[config.mk]
export PLATFORM = sky130hd
export DESIGN_NAME = priority_encoder_rr
export DESIGN_NICKNAME = d
export VERILOG_FILES = /design/src/rtl/priority_encoder_rr.sv
export SDC_FILE = /design/constraint.sdc
export NUM_CORES = 1
export LEC_CHECK = 0
export CORE_MARGIN = 2
export CORE_UTILIZATION = 40
export DETAILED_ROUTE_END_ITERATION = 10
export PLACE_DENSITY = 0.76
export SETUP_SLACK_MARGIN = 0.5
export SLEW_MARGIN = 5
export SYNTH_ARGS = -nofsm -noshare
export SYNTH_HDL_FRONTEND = slang
export SYNTH_SLANG_ARGS = --single-unit
[constraint.sdc]
create_clock -name clk -period 1.8 [get_ports clk]
set_clock_uncertainty 0.2 [all_clocks]
set_input_delay 0.18 -clock clk [delete_from_list [all_inputs] [get_ports clk]]
set_output_delay 0.18 -clock clk [all_outputs]
set_load 0.01 [all_outputs]
[src/rtl/priority_encoder_rr.sv]
// Registered priority encoder with valid/ready output: fixed highest-index
// priority (MODE=0) or round-robin searching downward from a pointer (MODE=1).
module priority_encoder_rr #(
  parameter  int N    = 8,
  parameter  int MODE = 0,
  localparam int W    = (N > 1) ? $clog2(N) : 1
) (
  input  logic         clk,
  input  logic         rst_n,
  input  logic         en,
  input  logic [N-1:0] in,
  input  logic         out_ready,
  output logic         out_valid,
  output logic [W-1:0] out,
  output logic [N-1:0] out_onehot
);

  typedef enum logic {IDLE, HOLD} state_t;

  state_t         state, state_nxt;
  logic [W-1:0]   ptr, ptr_nxt, srch, win;
  logic [N-1:0]   onehot_nxt;
  logic           hs, load;

  assign hs      = (state == HOLD) && out_ready;
  assign load    = ((state == IDLE) || hs) && en && (|in);
  assign ptr_nxt = (out == '0) ? W'(N - 1) : out - W'(1);

  // Fixed priority is the downward search started at N-1; a grant in the
  // handshake cycle must already see the pointer that handshake produces.
  assign srch = (MODE == 1) ? (hs ? ptr_nxt : ptr) : W'(N - 1);

  always_comb begin
    win = '0;
    for (int k = N - 1; k >= 0; k--) begin
      int j;
      j = int'(srch) - k;
      if (j < 0) j = j + N;
      if (in[j]) win = W'(j);
    end
    onehot_nxt      = '0;
    onehot_nxt[win] = 1'b1;
  end

  always_ff @(posedge clk or negedge rst_n) begin
    if (!rst_n) state <= IDLE;
    else        state <= state_nxt;
  end

  always_comb begin
    state_nxt = state;
    case (state)
      IDLE:    if (load) state_nxt = HOLD;
      HOLD:    if (hs) state_nxt = load ? HOLD : IDLE;
               else if (!en) state_nxt = IDLE;
      default: state_nxt = IDLE;
    endcase
  end

  always_comb begin
    out_valid = (state == HOLD);
  end

  always_ff @(posedge clk or negedge rst_n) begin
    if (!rst_n) begin
      out        <= '0;
      out_onehot <= '0;
      ptr        <= W'(N - 1);
    end else begin
      if (load) begin
        out        <= win;
        out_onehot <= onehot_nxt;
      end else if (state_nxt == IDLE) begin
        out        <= '0;
        out_onehot <= '0;
      end
      if (MODE == 1 && hs) ptr <= ptr_nxt;
    end
  end

endmodule

# Word-level counts from Yosys, hierarchy flattened
# Cells that the tools add are included.
# W data, S select, Z words.
# totals
register_bits,12
input_bits,12
output_inout_bits,12
# op_classes
order_cmp,2
n_eq_ne,1
muxes,17
n_bitwise,1
n_reduce_logical,6
# ops
op,n
$mux W3,6
$mux W8,2
$reduce_or A8 Y1,1
$mux W1,5
$logic_and A1 B1 Y1,4
$lt A3 B4 Y1 const B,1
$mux W2,2
$demux W1 S3,1
$ge A3 B1 Y1 const B,1
$ne A2 B1 Y1 const B,1
$pmux W1 S2,1
$logic_or A1 B1 Y1,1
$not A1 Y1,1

# Depth between registers and ports, before layout
# Gate-level depths: netlist of the first run.
# logic_depth
ltp_word,12
ltp_mapped,5
depth_no_buf,4

# Worst setup path before layout of the first run
# OpenSTA, ideal clock, no wires.
# synth_timing
path_type,flip-flop to flip-flop
start,register state (netlist: out_valid)
end,register out_onehot[6]
setup_ps,122
arrival_time_ps,1013
setup_slack_ps,465
path_stages_with_launch,5
path_buffers,1
synth_period_minus_slack_ps,1335
path_cell_list,dfrtp_1 > nand2b_4 > and2_0 > clkbuf_1 > a32o_1
# synth_between
elab_chain_cells,8
elab_cells_between_ends,10
cone_classes,eq/ne (1); mux (4); bitwise (1); reduce/logical (4)
# synth_lines
item,line,rtl
from (decl),20,"state_t state, state_nxt;"
from (signal assigned),47,else state <= state_nxt;
$logic_and A1 B1 Y1 / $not A1 Y1 (equally long branches),n/a,
$logic_or A1 B1 Y1,26,assign load = ((state == IDLE) || hs) && en && (|in);
$logic_and A1 B1 Y1 (2 in series),26,
$mux W1,"53, 54",
$mux W1,54,HOLD: if (hs) state_nxt = load ? HOLD : IDLE;
$pmux W1 S2,52,case (state)
$ne A2 B1 Y1 (no source line),n/a,
to (signal assigned),72,out_onehot <= onehot_nxt;
to (decl),15,output logic [N-1:0] out_onehot
# Several ways; a longest one is shown, not always the timed one.
# A chain may end at the register's enable or synchronous reset.

# Worst setup path in the final report of the first run
# layout_timing
start,input port in[0]
end,register out_onehot[1]
# layout_between
elab_chain_cells,6
elab_cells_between_ends,7
cone_classes,eq/ne (1); mux (4); reduce/logical (2)
# layout_lines
item,line,rtl
from (decl),11,"input logic [N-1:0] in,"
$reduce_or A8 Y1 *,26,
$logic_and A1 B1 Y1 *,26,
$mux W1,"53, 54",
$mux W1,54,
$pmux W1 S2,52,
$ne A2 B1 Y1 (no source line),n/a,
# Mark *: on every way between the ends. The rest lies on a longest branch, timed or not.

==> results of run 1 <==
sequential cells by signal (all words and copies together) (netlist names):
| register | count |
|---|---|
| out_valid | 1 |
| out_onehot | 8 |
| out | 3 |
metrics by stage:
stage          hold slack, ns  setup WS [ns]
6_report              0.05097         0.5239
5_1_grt               0.09390         0.4834
4_1_cts               0.07974         0.4782
3_5_place_dp           0.2555       -0.02248
3_3_place_gp           0.2523        0.03189
2_1_floorplan         -0.3156         0.4893
path summary, 6_finish.rpt:
path,to,slack (ns),depth (start not counted)
hold reg to reg,out_onehot[4],0.27,2
min in group clk,out_onehot[4],0.07,3
setup / recovery,out_onehot[1],0.52,4
hold / removal,out_onehot[1],0.05,1
setup reg to reg,out_onehot[1],0.53,4
max in group asynchronous,out_onehot[4],1.00,1
layer usage:
layer	vias up	share of wire, %	global-route usage [%]
li1	243	-	-
met5	-	0	0
met2	22	47	24.06
met1	253	45	22.16
met3	5	6.1	3.043
met4	0	1.8	5.806
cells by family after synthesis:
logic type / Yosys count / share of synthesized area, %
buf+inv: 7 / 4.823
compound gates: 15 / 22.15
simple gates: 19 / 20.39
flops: 12 / 52.63
cells in the final DEF (no fill, tap or decap), types with 2 or more instances in the layout:
master           count
clkdlybuf4s50_1      4
nor2_2               2
inv_1                5
o31ai_1              2
nand2_1              6
nor2_1               4
clkbuf_2             5
clkbuf_4             3
nand3_2              2
a22o_1               2
dfrtp_1             12
a32o_1               4
clkdlybuf4s15_1      8
dlygate4sd2_1        4
o21ai_0              3
layout make-up:
cell class                 instances  area [µm²]
multi-input combinational         34       269.0
inverter                           5       18.77
clock buffer                       4       36.28
fill                             109       470.5
timing repair buffer              24       203.9
tap                               15       18.77
sequential                        12       300.3
power by group:
group	internal, W	switching (W)
Sequential	0.000280	0.00000682
Combinational	0.0000451	0.0000518
Clock	0.000123	0.0000890
Total	0.000448	0.000148
what timing repair did:
action	4_1_cts	5_1_grt
pin swaps	5	4
setup endpoints to repair	24	10
resized for setup	42	8
worst max-delay path: cells and delay by family:
family,cells,cell delay (ns)
buffers and inverters,1,0.42
AND/OR/NAND/NOR,1,0.08
AO/OA/AOI/OAI,2,0.56
==> metrics.yaml, run 1 <==
yosys:
  synth_warnings: 0
  synth.distinct_cells: 20
  synth_seq_area_share_pct: 52.63
  synth.most_common_cell: "dfrtp_1"
  async_flop_share_pct: 100.0
  synth-edff-count: 0
  synth.area.top_cells: "dfrtp_1 53%, a32o_1 7.0%, nand2_1 3.9%, nor2_1 3.9%, nor4_4 3.7%"
  synthesis.nets: 65
  synth_common_cells: "12 x dfrtp_1, 6 x nand2_1, 6 x nor2_1"
  synth_cells: 53
  synth.avg_cell_area_um2: 10.77
  synth_top_cell_area_share_pct: 52.63
  synth_area_um2: 570.5
  synth_top_flop_cell: "dfrtp_1"
  synth_top_area_cell: "dfrtp_1"
  ys_seq_elements: 12
worst_setup_path:
  path_max_fanout: 2
  cp_slowest_cell: "clkdlybuf4s50_1"
  r2r_start: "out_valid"
  crit_chain: "clkdlybuf4s50_1 > o21ai_0 > nor2_2 > a22o_1"
  critPathKind: "input pin to flip-flop"
  crit_required_ns: 1.76
  cp.arrival_ns: 1.24
  crit_path_start_kind: "input pin"
  max_stage_delay_ns: 0.42
  crit_path_end_kind: "flip-flop"
  crit_start: "in[0]"
global_routing:
  grt_max_degree: 13
  grt_first_pass_wirelength_mm: 2.097
  globalRouteTotalUtil_pct: 15.78
  grt_pass1_vias: 471
  grt.overflow.total: 0
  grt_antenna_before_repair: 0
route:
  drt_iter0_markers: 18
  route.detailed.drc: 0
  wire_per_inst_um: 13.88
  ant_nets: 0
  num_vias: 523
  wl_mm: 1.305
  via_per_inst: 5.564
  first_pass_iters: 4
place:
  port_buffers: 23
  dp.cells: 90
  globalplace.congestion: 0.7900
  dpl_cell_area_um2: 818.3
timing:
  fmax_ghz: 0.7837
  fin_crit_sh_pct: 70.89
  fin_setup_tns_ns: 0
  slew_headroom_pct: 64.59
  setup_violations: 0
  slew_viol_final: 0
  rsz0062_at_grt: "yes"
  tightest_slew_ns: 0.5295
  hold_viol_final: 0
  fin_crit_ns: 1.276
layout:
  utilization_pct: 64.29
  stdcell_count: 94
  nets: 92
  area_delta_synth_final_pct: 48.46
  drive_gt1_share_pct: 27.85
  num_antenna_cells: 0
  final_area_um2: 847.1
floorplanning:
  die_h_um: 41.77
  die_w_um: 41.77
  rows: 13
  die-area_um2: 1744
  core_area_um2: 1318
  start_util_pct: 43.30
  ios: 24
cts:
  clk_pin_slew_worst_paths_ns: 0.07
  cts.hold.buffers_added: 0
  cts_buffers: 3
  cts_buffer_depth: 2
  clockRootBuffer: "clkbuf_4"
  clk_latency_ns: 0.27
  post-cts-setup-buffers: 0
  cts_tree: "done"
  cts-htree-levels: 1
  cts.sinks: 12
power:
  cellLeakagePower_nw: 0.3954
  vdd_drop_max_mv: 0.3729
  power_density_nw_per_um2: 703.3
  total_power_w: 0.0005957
min_path:
  hold_class: "input pin to asynchronous set/reset pin"
status:
  status: "complete, no violations"
run:
  maxCapViolCount: 0
Note: power is estimated with default switching activity, not from simulation.
==> run 2, diff against run 1 <==
--- a/config.mk
+++ b/config.mk
@@ -6,9 +6,9 @@
 export NUM_CORES = 1
 export LEC_CHECK = 0
 export CORE_MARGIN = 2
-export CORE_UTILIZATION = 40
+export CORE_UTILIZATION = 36
 export DETAILED_ROUTE_END_ITERATION = 10
-export PLACE_DENSITY = 0.76
+export PLACE_DENSITY = 0.72
 export SETUP_SLACK_MARGIN = 0.5
 export SLEW_MARGIN = 5
 export SYNTH_ARGS = -nofsm -noshare
==> constraint.sdc (replaced) <==
create_clock -name clk -period 1 [get_ports clk]
set_clock_uncertainty 0.2 [all_clocks]
set_input_delay 0.1 -clock clk [delete_from_list [all_inputs] [get_ports clk]]
set_output_delay 0.1 -clock clk [all_outputs]
set_load 0.01 [all_outputs]
==> metrics.yaml, run 2 (synthesis gave the netlist of run 1 again) <==
status:
  status: "finished with violations"
  violations: "hold timing, setup timing"
floorplanning:
  rows: 14  # +1
  ios: 24  # unchanged
  start_util_pct: 38.32  # -5.0 points
  die-area_um2: 1919  # +10%
  die_w_um: 43.81  # +4.9%
  core_area_um2: 1489  # +13%
  die_h_um: 43.81  # +4.9%
cts:
  clk_latency_ns: 0.28  # about the same
  cts_buffers: 3  # unchanged
  clockRootBuffer: "clkbuf_4"
  cts_tree: "done"
  cts_buffer_depth: 2  # unchanged
  cts.sinks: 12  # unchanged
  cts-htree-levels: 1  # unchanged
  clk_pin_slew_worst_paths_ns: 0.07  # about the same
run:
  maxCapViolCount: 0  # unchanged
layout:
  stdcell_count: 119  # +27%
  num_antenna_cells: 0  # unchanged
  fillCellCount: 117  # +7.3%
  regMostFlops: "out_onehot"
  multi_input_area_um2: 291.5  # +8.4%
  final_cell_mix: "21 x buf_4, 13 x buf_2, 12 x dfrtp_1, 7 x buf_6, 5 x nand2_1"
  area_delta_synth_final_pct: 82.68
  drive_gt1_share_pct: 61.17  # +33 points
  utilization_pct: 70.00  # +5.7 points
  nets: 117  # +27%
  final_common_cell: "buf_4"
  largest_reg_flops: 8  # unchanged
  seq_area_um2: 300.3  # unchanged
place:
  hpwl_mm: 1.175
  port_buffers: 23  # unchanged
  pre_cts_slack_ns: -0.7405  # -0.7180 ns
  globalplace.congestion: 0.8347  # +5.7%
  dp.cells: 107  # +19%
route:
  via_per_inst: 5.193  # -6.7%
  topRoutingLayerUsed: "met4"
  num_vias: 618  # +18%
  met2WireLength_um: 847  # +37%
  ant_nets: 0  # unchanged
  drt_iter0_markers: 8  # -10
  wl_met3_um: 85  # +6.3%
  route.detailed.drc: 0  # unchanged
  first_pass_iters: 4  # unchanged
  wire_per_inst_um: 14.45  # +4.1%
  drt-met1-wl_um: 741  # +27%
  wl_mm: 1.720  # +32%
timing:
  fin_ws_ns: -0.2108  # -0.7347 ns
  tightest_slew_ns: 0.3491  # -0.1803 ns
  hold_viol_final: 15  # +15
  fin_hold_ws_ns: -0.06554  # -0.1165 ns
  slew_headroom_pct: 76.55  # +12 points
  fin_crit_sh_pct: 121.1
  slew_viol_final: 0  # unchanged
  setup_violations: 23  # +23
  fin_crit_ns: 1.211
  fmax_ghz: 0.8259
  rsz0062_at_grt: "yes"
global_routing:
  grt_max_degree: 13  # unchanged
  globalRouteTotalUtil_pct: 21.62  # +5.8 points
  grt_antenna_before_repair: 0  # unchanged
  grt_first_pass_wirelength_mm: 2.967  # +41%
  grt_pass1_vias: 618  # +31%
  grt.overflow.total: 0  # unchanged
power:
  power_density_nw_per_um2: 1045  # +49%
  cellLeakagePower_nw: 0.5335  # +35%
  vdd_drop_max_mv: 0.5469  # +47%
worst_setup_path:
  path_max_fanout: 6  # +4
  crit_path_end_kind: "flip-flop"
  cp.arrival_ns: 1.19  # -0.05 ns
  crit_path_start_kind: "flip-flop"
  critPathKind: "flip-flop to flip-flop"
  crit_required_ns: 0.98  # -0.78 ns
min_path:
  hold_class: "input pin to asynchronous set/reset pin"
==> run 2: changes by cell type in the layout (fill, tap and decap cells not counted), sizes merged <==
cell,delta
buf,+40
clkdlybuf4s15,-9
clkbuf,-6
clkdlybuf4s50,-1
==> run 2: report_power, final <==
part / switching [W] / internal [W]
combinational: 0.000119 / 0.000143
sequential: 0.0000133 / 0.000504
clock: 0.000170 / 0.000140
total: 0.000302 / 0.000787
==> run 2: final cells by class <==
| cell class | instances | area share (%) |
|---|---|---|
| timing repair buffer | 49 | 37.09 |
| inverter | 5 | 2.041 |
| sequential | 12 | 28.81 |
| clock buffer | 3 | 2.161 |
| tap | 16 | 1.921 |
| multi-input combinational | 34 | 27.97 |
==> run 2: per-stage QoR <==
step	total power, W	TNS [ns]	instance area, µm²
3_3_place_gp	0.0007593	-8.706	954.7
6_report	0.001089	-3.296	1042
3_5_place_dp	0.0007658	-9.363	954.7
4_1_cts	0.001076	-3.290	1005
2_1_floorplan	0.0005940	-2.347	576.8
5_1_grt	0.001130	-3.973	1042
==> run 2: worst paths after layout <==
kind	endpoint	slack [ns]	from	cells past startpoint
max	out_onehot[1]	-0.21	out_valid	4
min	out_valid	-0.07	rst_n	2
max reg2reg	out_onehot[1]	-0.21	out_valid	4
min reg2reg	out_onehot[4]	0.29	out_onehot[4]	2
max in group asynchronous	out_onehot[5]	0.55	rst_n	2
min in group clk	out_onehot[0]	-0.04	in[5]	4
==> run 2: worst max-delay path, cell delays in order (launching register included) <==
cell	delay, ns
dfrtp_1	0.41
nand2b_4	0.11
nor2_4	0.05
buf_6	0.13
a22o_1	0.22
==> run 2: metal layers <==
metal  vias up  global-route usage, %
met2        17                  32.94
met1       302                  28.35
met4         0                  12.73
met5         -                      0
li1        294                      -
met3         5                  4.167
==> run 2: timing repair <==
action | 4_1_cts | 5_1_grt
cloned | 1 | 0
setup buffers | 6 | 2
endpoints found under the hold margin | 15 | 14
pin swaps | 13 | 6
gates resized for setup | 90 | 6
setup endpoints to repair | 24 | 24
